<file path="src/rtl/dac_spi_tx_if.sv">
// Sample/SPI bundle between the modulator-side driver and the DAC serializer.
// The master drives samples in; the slave (dac_spi_tx) returns SPI pins and status.
interface dac_spi_tx_if #(parameter int W = 16);
  logic [W-1:0] i_data;
  logic         val_in;
  logic         o_sclk;
  logic         o_mosi;
  logic         o_cs_n;
  logic         o_busy;
  logic         o_ovf;

  modport master (output i_data, val_in,
                  input  o_sclk, o_mosi, o_cs_n, o_busy, o_ovf);
  modport slave  (input  i_data, val_in,
                  output o_sclk, o_mosi, o_cs_n, o_busy, o_ovf);
endinterface

</file>
<file path="src/rtl/dac_spi_tx.sv">
// Buffers signed modulator samples in a small FIFO and shifts each one out as
// offset binary, MSB first, over an SPI mode-0 link to an external DAC.
module dac_spi_tx #(
  parameter int W          = 16,
  parameter int CLK_DIV    = 4,
  parameter int FIFO_DEPTH = 4
) (
  input  logic         clk,
  input  logic         rst,
  dac_spi_tx_if.slave  bus
);
  localparam int HW = $clog2(CLK_DIV + 1);
  localparam int BW = $clog2(W + 1);
  localparam int PW = $clog2(FIFO_DEPTH);
  localparam int CW = $clog2(FIFO_DEPTH + 1);

  typedef enum logic [1:0] {IDLE, SETUP, SHIFT, GAP} state_t;

  state_t        state_q, state_d;
  logic [HW-1:0] hcnt_q, hcnt_d;
  logic [BW-1:0] bcnt_q, bcnt_d;
  // MSB goes straight to mosi on pop, so only the remaining bits are kept here
  logic [W-2:0]  sreg_q, sreg_d;
  logic [W-1:0]  mem_q [FIFO_DEPTH];
  logic [PW-1:0] wptr_q, wptr_d, rptr_q, rptr_d;
  logic [CW-1:0] cnt_q, cnt_d;
  logic          sclk_q, sclk_d, mosi_q, mosi_d, cs_n_q, cs_n_d;
  logic          busy_q, busy_d, ovf_q, ovf_d;
  logic          full, wr, pop, half_done;
  logic [W-1:0]  head;

  assign full      = (cnt_q == CW'(FIFO_DEPTH));
  assign wr        = bus.val_in && !full;
  assign head      = mem_q[rptr_q];
  assign half_done = (hcnt_q == HW'(CLK_DIV - 1));

  always_comb begin
    state_d = state_q;
    hcnt_d  = hcnt_q;
    bcnt_d  = bcnt_q;
    sreg_d  = sreg_q;
    sclk_d  = sclk_q;
    mosi_d  = mosi_q;
    cs_n_d  = cs_n_q;
    pop     = 1'b0;
    case (state_q)
      IDLE: if (cnt_q != '0) begin
        pop     = 1'b1;
        sreg_d  = head[W-2:0];
        mosi_d  = head[W-1];
        cs_n_d  = 1'b0;
        hcnt_d  = '0;
        state_d = SETUP;
      end
      SETUP: begin
        hcnt_d = hcnt_q + 1'b1;
        if (half_done) begin
          hcnt_d  = '0;
          bcnt_d  = '0;
          state_d = SHIFT;
        end
      end
      SHIFT: begin
        hcnt_d = hcnt_q + 1'b1;
        if (half_done) begin
          hcnt_d = '0;
          // sclk_q doubles as the half-period phase: low half, then high half
          if (!sclk_q) begin
            sclk_d = 1'b1;
          end else if (bcnt_q == BW'(W - 1)) begin
            sclk_d  = 1'b0;
            mosi_d  = 1'b0;
            cs_n_d  = 1'b1;
            bcnt_d  = '0;
            state_d = GAP;
          end else begin
            sclk_d = 1'b0;
            mosi_d = sreg_q[W-2];
            sreg_d = {sreg_q[W-3:0], 1'b0};
            bcnt_d = bcnt_q + 1'b1;
          end
        end
      end
      GAP: begin
        hcnt_d = hcnt_q + 1'b1;
        if (half_done) begin
          hcnt_d  = '0;
          state_d = IDLE;
        end
      end
      default: state_d = IDLE;
    endcase
    wptr_d = wr  ? wptr_q + 1'b1 : wptr_q;
    rptr_d = pop ? rptr_q + 1'b1 : rptr_q;
    cnt_d  = cnt_q + CW'(wr) - CW'(pop);
    busy_d = (state_d != IDLE) || (cnt_d != '0);
    ovf_d  = ovf_q || (bus.val_in && full);
  end

  always_ff @(posedge clk or posedge rst) begin
    if (rst) begin
      state_q <= IDLE;
      hcnt_q  <= '0;
      bcnt_q  <= '0;
      sreg_q  <= '0;
      wptr_q  <= '0;
      rptr_q  <= '0;
      cnt_q   <= '0;
      sclk_q  <= 1'b0;
      mosi_q  <= 1'b0;
      cs_n_q  <= 1'b1;
      busy_q  <= 1'b0;
      ovf_q   <= 1'b0;
    end else begin
      state_q <= state_d;
      hcnt_q  <= hcnt_d;
      bcnt_q  <= bcnt_d;
      sreg_q  <= sreg_d;
      wptr_q  <= wptr_d;
      rptr_q  <= rptr_d;
      cnt_q   <= cnt_d;
      sclk_q  <= sclk_d;
      mosi_q  <= mosi_d;
      cs_n_q  <= cs_n_d;
      busy_q  <= busy_d;
      ovf_q   <= ovf_d;
    end
  end

  // Storage needs no reset: the pointers and count define what is valid
  always_ff @(posedge clk) begin
    if (wr) mem_q[wptr_q] <= {~bus.i_data[W-1], bus.i_data[W-2:0]};
  end

  assign bus.o_sclk = sclk_q;
  assign bus.o_mosi = mosi_q;
  assign bus.o_cs_n = cs_n_q;
  assign bus.o_busy = busy_q;
  assign bus.o_ovf  = ovf_q;
endmodule
</file>
<file path="src/flat_wrapper.sv">
// flat-port wrapper written by rule: the top's interface ports become plain ports
module dac_spi_tx_flat 
#(
  parameter int W          = 16,
  parameter int CLK_DIV    = 4,
  parameter int FIFO_DEPTH = 4
)
  (clk, rst, bus_i_data, bus_val_in, bus_o_sclk, bus_o_mosi, bus_o_cs_n, bus_o_busy, bus_o_ovf);
  dac_spi_tx_if #(.W(W)) bus_i ();
  input  logic clk;
  input  logic rst;
  input wire logic [$bits(bus_i.i_data)-1:0] bus_i_data;
  input wire logic [$bits(bus_i.val_in)-1:0] bus_val_in;
  output wire logic [$bits(bus_i.o_sclk)-1:0] bus_o_sclk;
  output wire logic [$bits(bus_i.o_mosi)-1:0] bus_o_mosi;
  output wire logic [$bits(bus_i.o_cs_n)-1:0] bus_o_cs_n;
  output wire logic [$bits(bus_i.o_busy)-1:0] bus_o_busy;
  output wire logic [$bits(bus_i.o_ovf)-1:0] bus_o_ovf;
  assign bus_i.i_data = bus_i_data;
  assign bus_i.val_in = bus_val_in;
  assign bus_o_sclk = bus_i.o_sclk;
  assign bus_o_mosi = bus_i.o_mosi;
  assign bus_o_cs_n = bus_i.o_cs_n;
  assign bus_o_busy = bus_i.o_busy;
  assign bus_o_ovf = bus_i.o_ovf;
  dac_spi_tx #(.W(W), .CLK_DIV(CLK_DIV), .FIFO_DEPTH(FIFO_DEPTH)) u_core (.clk(clk), .rst(rst), .bus(bus_i));
endmodule
</file>
<file path="config.mk">
export PLATFORM = sky130hd
export DESIGN_NAME = dac_spi_tx_flat
export DESIGN_NICKNAME = d
export VERILOG_FILES = /design/src/rtl/dac_spi_tx_if.sv /design/src/rtl/dac_spi_tx.sv /design/src/flat_wrapper.sv
export SDC_FILE = /design/constraint.sdc
export NUM_CORES = 1
export LEC_CHECK = 0
export BUFFER_PORTS_ARGS = -buffer_cell sky130_fd_sc_hd__buf_2
export CORE_MARGIN = 10
export CORE_UTILIZATION = 60
export CTS_CLUSTER_DIAMETER = 80
export DETAILED_ROUTE_END_ITERATION = 8
export GPL_TIMING_DRIVEN = 1
export PLACE_DENSITY_LB_ADDON = 0.25
export SKIP_LAST_GASP = 1
export SLEW_MARGIN = 40
export SYNTH_ARGS = -nofsm -noshare
export SYNTH_HDL_FRONTEND = slang
export SYNTH_SLANG_ARGS = --single-unit
export TNS_END_PERCENT = 50
</file>
<file path="constraint.sdc">
create_clock -name clk -period 5.78 [get_ports clk]
set_input_delay 1.445 -clock clk [delete_from_list [all_inputs] [get_ports clk]]
set_output_delay 1.445 -clock clk [all_outputs]
set_load 0.05 [all_outputs]
</file>
==> flow_metrics.env <==
export IMPL_drt_antenna_violating_nets=0
export IMPL_first_iter_violations=125
export IMPL_io_buffer_count=23
export IMPL_antenna_cells=0
export IMPL_crit_reg2reg_capture="u_core.bus.o_busy$_DFF_PP0_"
export IMPL_power_density_cell_area_nw_per_um2=337
export IMPL_tritoncts="done"
export IMPL_die_area_um2=10800
export IMPL_power_sequential_fraction=0.597
export IMPL_final_instance_count_excl_fillers=410
export IMPL_worst_ep_required_time_ps=6030
export IMPL_setup_worst_path_start_class="input port"
export IMPL_setup_worst_path_end="u_core.bus.o_busy$_DFF_PP0_"
export IMPL_firstDrtPassIters=4
export IMPL_clkTransAtPathRegs_ps=100
export IMPL_grt_pass1_wl_um=12500
export IMPL_clock_fmax_mhz=326
export IMPL_number_of_global_route_vias_before_repair=2519
export IMPL_setup_worst_path_end_class="flip-flop"
export IMPL_finalClockSkew_ps=11.4
export IMPL_wirelength_um=7560
export IMPL_path_common_cell="sky130_fd_sc_hd__or3_1"
export IMPL_post_layout_total_power_mw=1.55
export IMPL_number_of_antenna_violations_at_the_first_check_in_global_routing=0
export IMPL_ir_drop_worst_case_vdd_v=0.000268
export IMPL_arrival_ps=3320
export IMPL_final_nets=337
export IMPL_synthDominantAreaCellType="sky130_fd_sc_hd__edfxtp_1"
export IMPL_cts_buffers=9
export IMPL_post_cts_resize_count=0
export IMPL_critical_path_slowest_cell="sky130_fd_sc_hd__a21boi_1"
export IMPL_initial_utilization=0.621
export IMPL_combined_area_of_the_multi_input_logic_cells_um2=1280
export IMPL_rsz0062_at_grt="no"
export IMPL_cts_setup_buffers=0
export IMPL_finish_utilization=0.676
export IMPL_netlist_instances=287
export IMPL_yosysSeqAreaShare=0.671
export IMPL_grt_util_all_layers=0.141
export IMPL_post_placement_cell_area_um2=4430
export IMPL_netlist_top_cells_count="64 x sky130_fd_sc_hd__edfxtp_1, 36 x sky130_fd_sc_hd__dfrtp_1, 19 x sky130_fd_sc_hd__o21ai_0, 17 x sky130_fd_sc_hd__nor2b_1"
export IMPL_clock_power_share=0.266
export IMPL_net_load_switching_power_mw=0.423
export IMPL_synthesized_netlist_net_count=315
export IMPL_min_delay_start="u_core.bus.o_ovf$_DFF_PP0_"
export IMPL_power_switching_share=0.272
export IMPL_dp_cells=394
export IMPL_maximum_number_of_pins_on_one_net_before_global_route_repair=47
export IMPL_cts_root_buffer_cell="sky130_fd_sc_hd__clkbuf_8"
export IMPL_path_cells="buf_2 -> a21boi_1 -> ha_1 -> fa_1 -> or3_1 -> or3_1"
export IMPL_power_report_internal_total_mw=1.13
export IMPL_grt_overflow=0
export IMPL_critical_path_peak_fanout=8
export IMPL_synthMostInstantiatedCell="sky130_fd_sc_hd__edfxtp_1"
export IMPL_sum_neg_setup_slack_ps=0
export IMPL_final_min_period_over_clock_period=0.531
export IMPL_fp_coreArea_um2=6830
export IMPL_critPathKind="input port to flip-flop"
export IMPL_rows=30
export IMPL_path_buf_inv=1
export IMPL_most_used_flip_flop_cell_after_synthesis="sky130_fd_sc_hd__edfxtp_1"
export IMPL_pwr_share_comb=0.137
export IMPL_total_leakage_power_nw=1.65
export IMPL_post_synth_top_area_fraction=0.453
export IMPL_slew_limit_headroom=0.459
export IMPL_cp_num_cells=6
export IMPL_cts_sinks=101
export IMPL_cpPeakStageDelay_ps=430
export IMPL_min_period_ps=3070
export IMPL_ctsHoldBuffers=0
export IMPL_min_path_type="flip-flop to flip-flop"
export IMPL_finalSetupViolations=0
export IMPL_design_area_um2=4620
export IMPL_synth_distinct_cells=47
export IMPL_postSynth_asyncResetShare=0.366
export IMPL_drcViolationCount=0
export IMPL_fillCellCount=500
export IMPL_reg2regPathDepth=9
export IMPL_hold_viol=0
export IMPL_number_of_enable_type_register_cells_in_the_synthesized_netlist=64
export IMPL_gp_congestion=0.787
export IMPL_clock_latency_ps=360
export IMPL_post_drt_wl_per_cell_um=18.4
export IMPL_ys_ff_latch=101
export IMPL_rrSetupSlack_ps=2980
export IMPL_critPathLaunch="bus_val_in"
export IMPL_timing_rr_start="u_core.cnt_q[1]$_DFF_PP0_"
export IMPL_htree_levels=3
export IMPL_final_max_slew_violation_count=0
export IMPL_chipWidth_um=104
export IMPL_post_route_cells_drive_above_1_share=0.248
export IMPL_critical_path_top_delay_family="adder cells"
export IMPL_synth_area_leaders="sky130_fd_sc_hd__edfxtp_1 45%, sky130_fd_sc_hd__dfrtp_1 21%, sky130_fd_sc_hd__mux2_2 3.7%"
export IMPL_worst_slew_pin_transition_ps=812
export IMPL_detail_route_vias_per_cell=5.82
export IMPL_register_area_um2=2850
export IMPL_io_pins=24
export IMPL_total_number_of_vias=2387
export IMPL_status="finished clean"
export IMPL_maxCapViolations=0
export IMPL_clock_tree_buffer_depth=2
export IMPL_yosys_warnings=0
export IMPL_per_instance_average_area_after_synthesis_um2=14.8
export IMPL_dieHeight_um=104
export IMPL_synthToLayoutAreaGrowth_pct=8.75
export IMPL_netlist_area_um2=4250
export IMPL_hpwl_um=4850
-- cells in the final DEF (no fill, tap or decap), types with 4 or more instances in the layout --
cell and count:
sky130_fd_sc_hd__edfxtp_1 64, sky130_fd_sc_hd__dfrtp_1 36, sky130_fd_sc_hd__buf_2 23, sky130_fd_sc_hd__o21ai_0 19
sky130_fd_sc_hd__nor2b_1 16, sky130_fd_sc_hd__a211oi_1 14, sky130_fd_sc_hd__mux2_2 14, sky130_fd_sc_hd__o22ai_1 14
sky130_fd_sc_hd__inv_1 10, sky130_fd_sc_hd__o31ai_2 10, sky130_fd_sc_hd__clkbuf_8 9, sky130_fd_sc_hd__ha_1 8
sky130_fd_sc_hd__nor2_1 7, sky130_fd_sc_hd__nand2_1 6, sky130_fd_sc_hd__o31ai_1 5, sky130_fd_sc_hd__xnor2_1 4
-- registers in the layout, indices dropped and copies added (netlist names), 2 cells and up --
| name | count |
|---|---|
| u_core.bcnt_q | 5 |
| u_core.cnt_q | 3 |
| u_core.hcnt_q | 3 |
| u_core.mem_q | 64 |
| u_core.rptr_q | 2 |
| u_core.sreg_q | 15 |
| u_core.state_q | 2 |
| u_core.wptr_q | 2 |
-- layer usage --
metal	vias to the layer above	global-route usage	share of wire
met5	-	0	0
met4	0	0.0467	0.0045
met3	4	0.0384	0.033
met2	41	0.239	0.51
met1	1207	0.171	0.45
li1	1135	-	-
-- power groups by stage --
stage / clock (mW) / combinational, mW / sequential, mW
after floorplan: 0 / 0.134 / 0.944
after global placement: 0 / 0.198 / 0.938
after detailed placement: 0 / 0.217 / 0.945
after CTS: 0.424 / 0.218 / 0.929
after global routing: 0.453 / 0.239 / 0.938
final: 0.414 / 0.213 / 0.928
-- worst min path at each step --
stage	slack, ps	to	cells after the start
after global routing	490	u_core.bus.o_ovf$_DFF_PP0_	1
after floorplan	450	u_core.bcnt_q[4]$_DFFE_PP0P_	1
after global placement	440	u_core.bus.o_ovf$_DFF_PP0_	1
after detailed placement	450	u_core.bus.o_ovf$_DFF_PP0_	1
final	470	u_core.bus.o_ovf$_DFF_PP0_	1
after CTS	470	u_core.bus.o_ovf$_DFF_PP0_	1
-- cells by family (layout without fill, tap and decap cells) --
family,Yosys count,in the layout,share of synthesized area
compound gates,78,78,0.137
xor+xnor,7,7,0.0144
fa+ha+maj,9,9,0.0283
buf+inv,25,52,0.0304
flops,101,101,0.671
mux,16,16,0.0477
simple gates,51,51,0.0707
-- final cells by class --
type | instances | area share
sequential | 101 | 0.617
clock buffer | 10 | 0.0276
clock inverter | 6 | 0.0122
inverter | 10 | 0.00813
timing repair buffer | 26 | 0.0314
tap | 96 | 0.0260
multi-input combinational | 161 | 0.278
-- per-stage QoR --
step / hold WS, ps / worst slack (ps)
4_1_cts: 471 / 2680
3_5_place_dp: 451 / 2320
5_1_grt: 493 / 2570
2_1_floorplan: 451 / 2570
3_3_place_gp: 444 / 2390
6_report: 472 / 2710
Note: power is estimated with default switching activity, not from simulation.
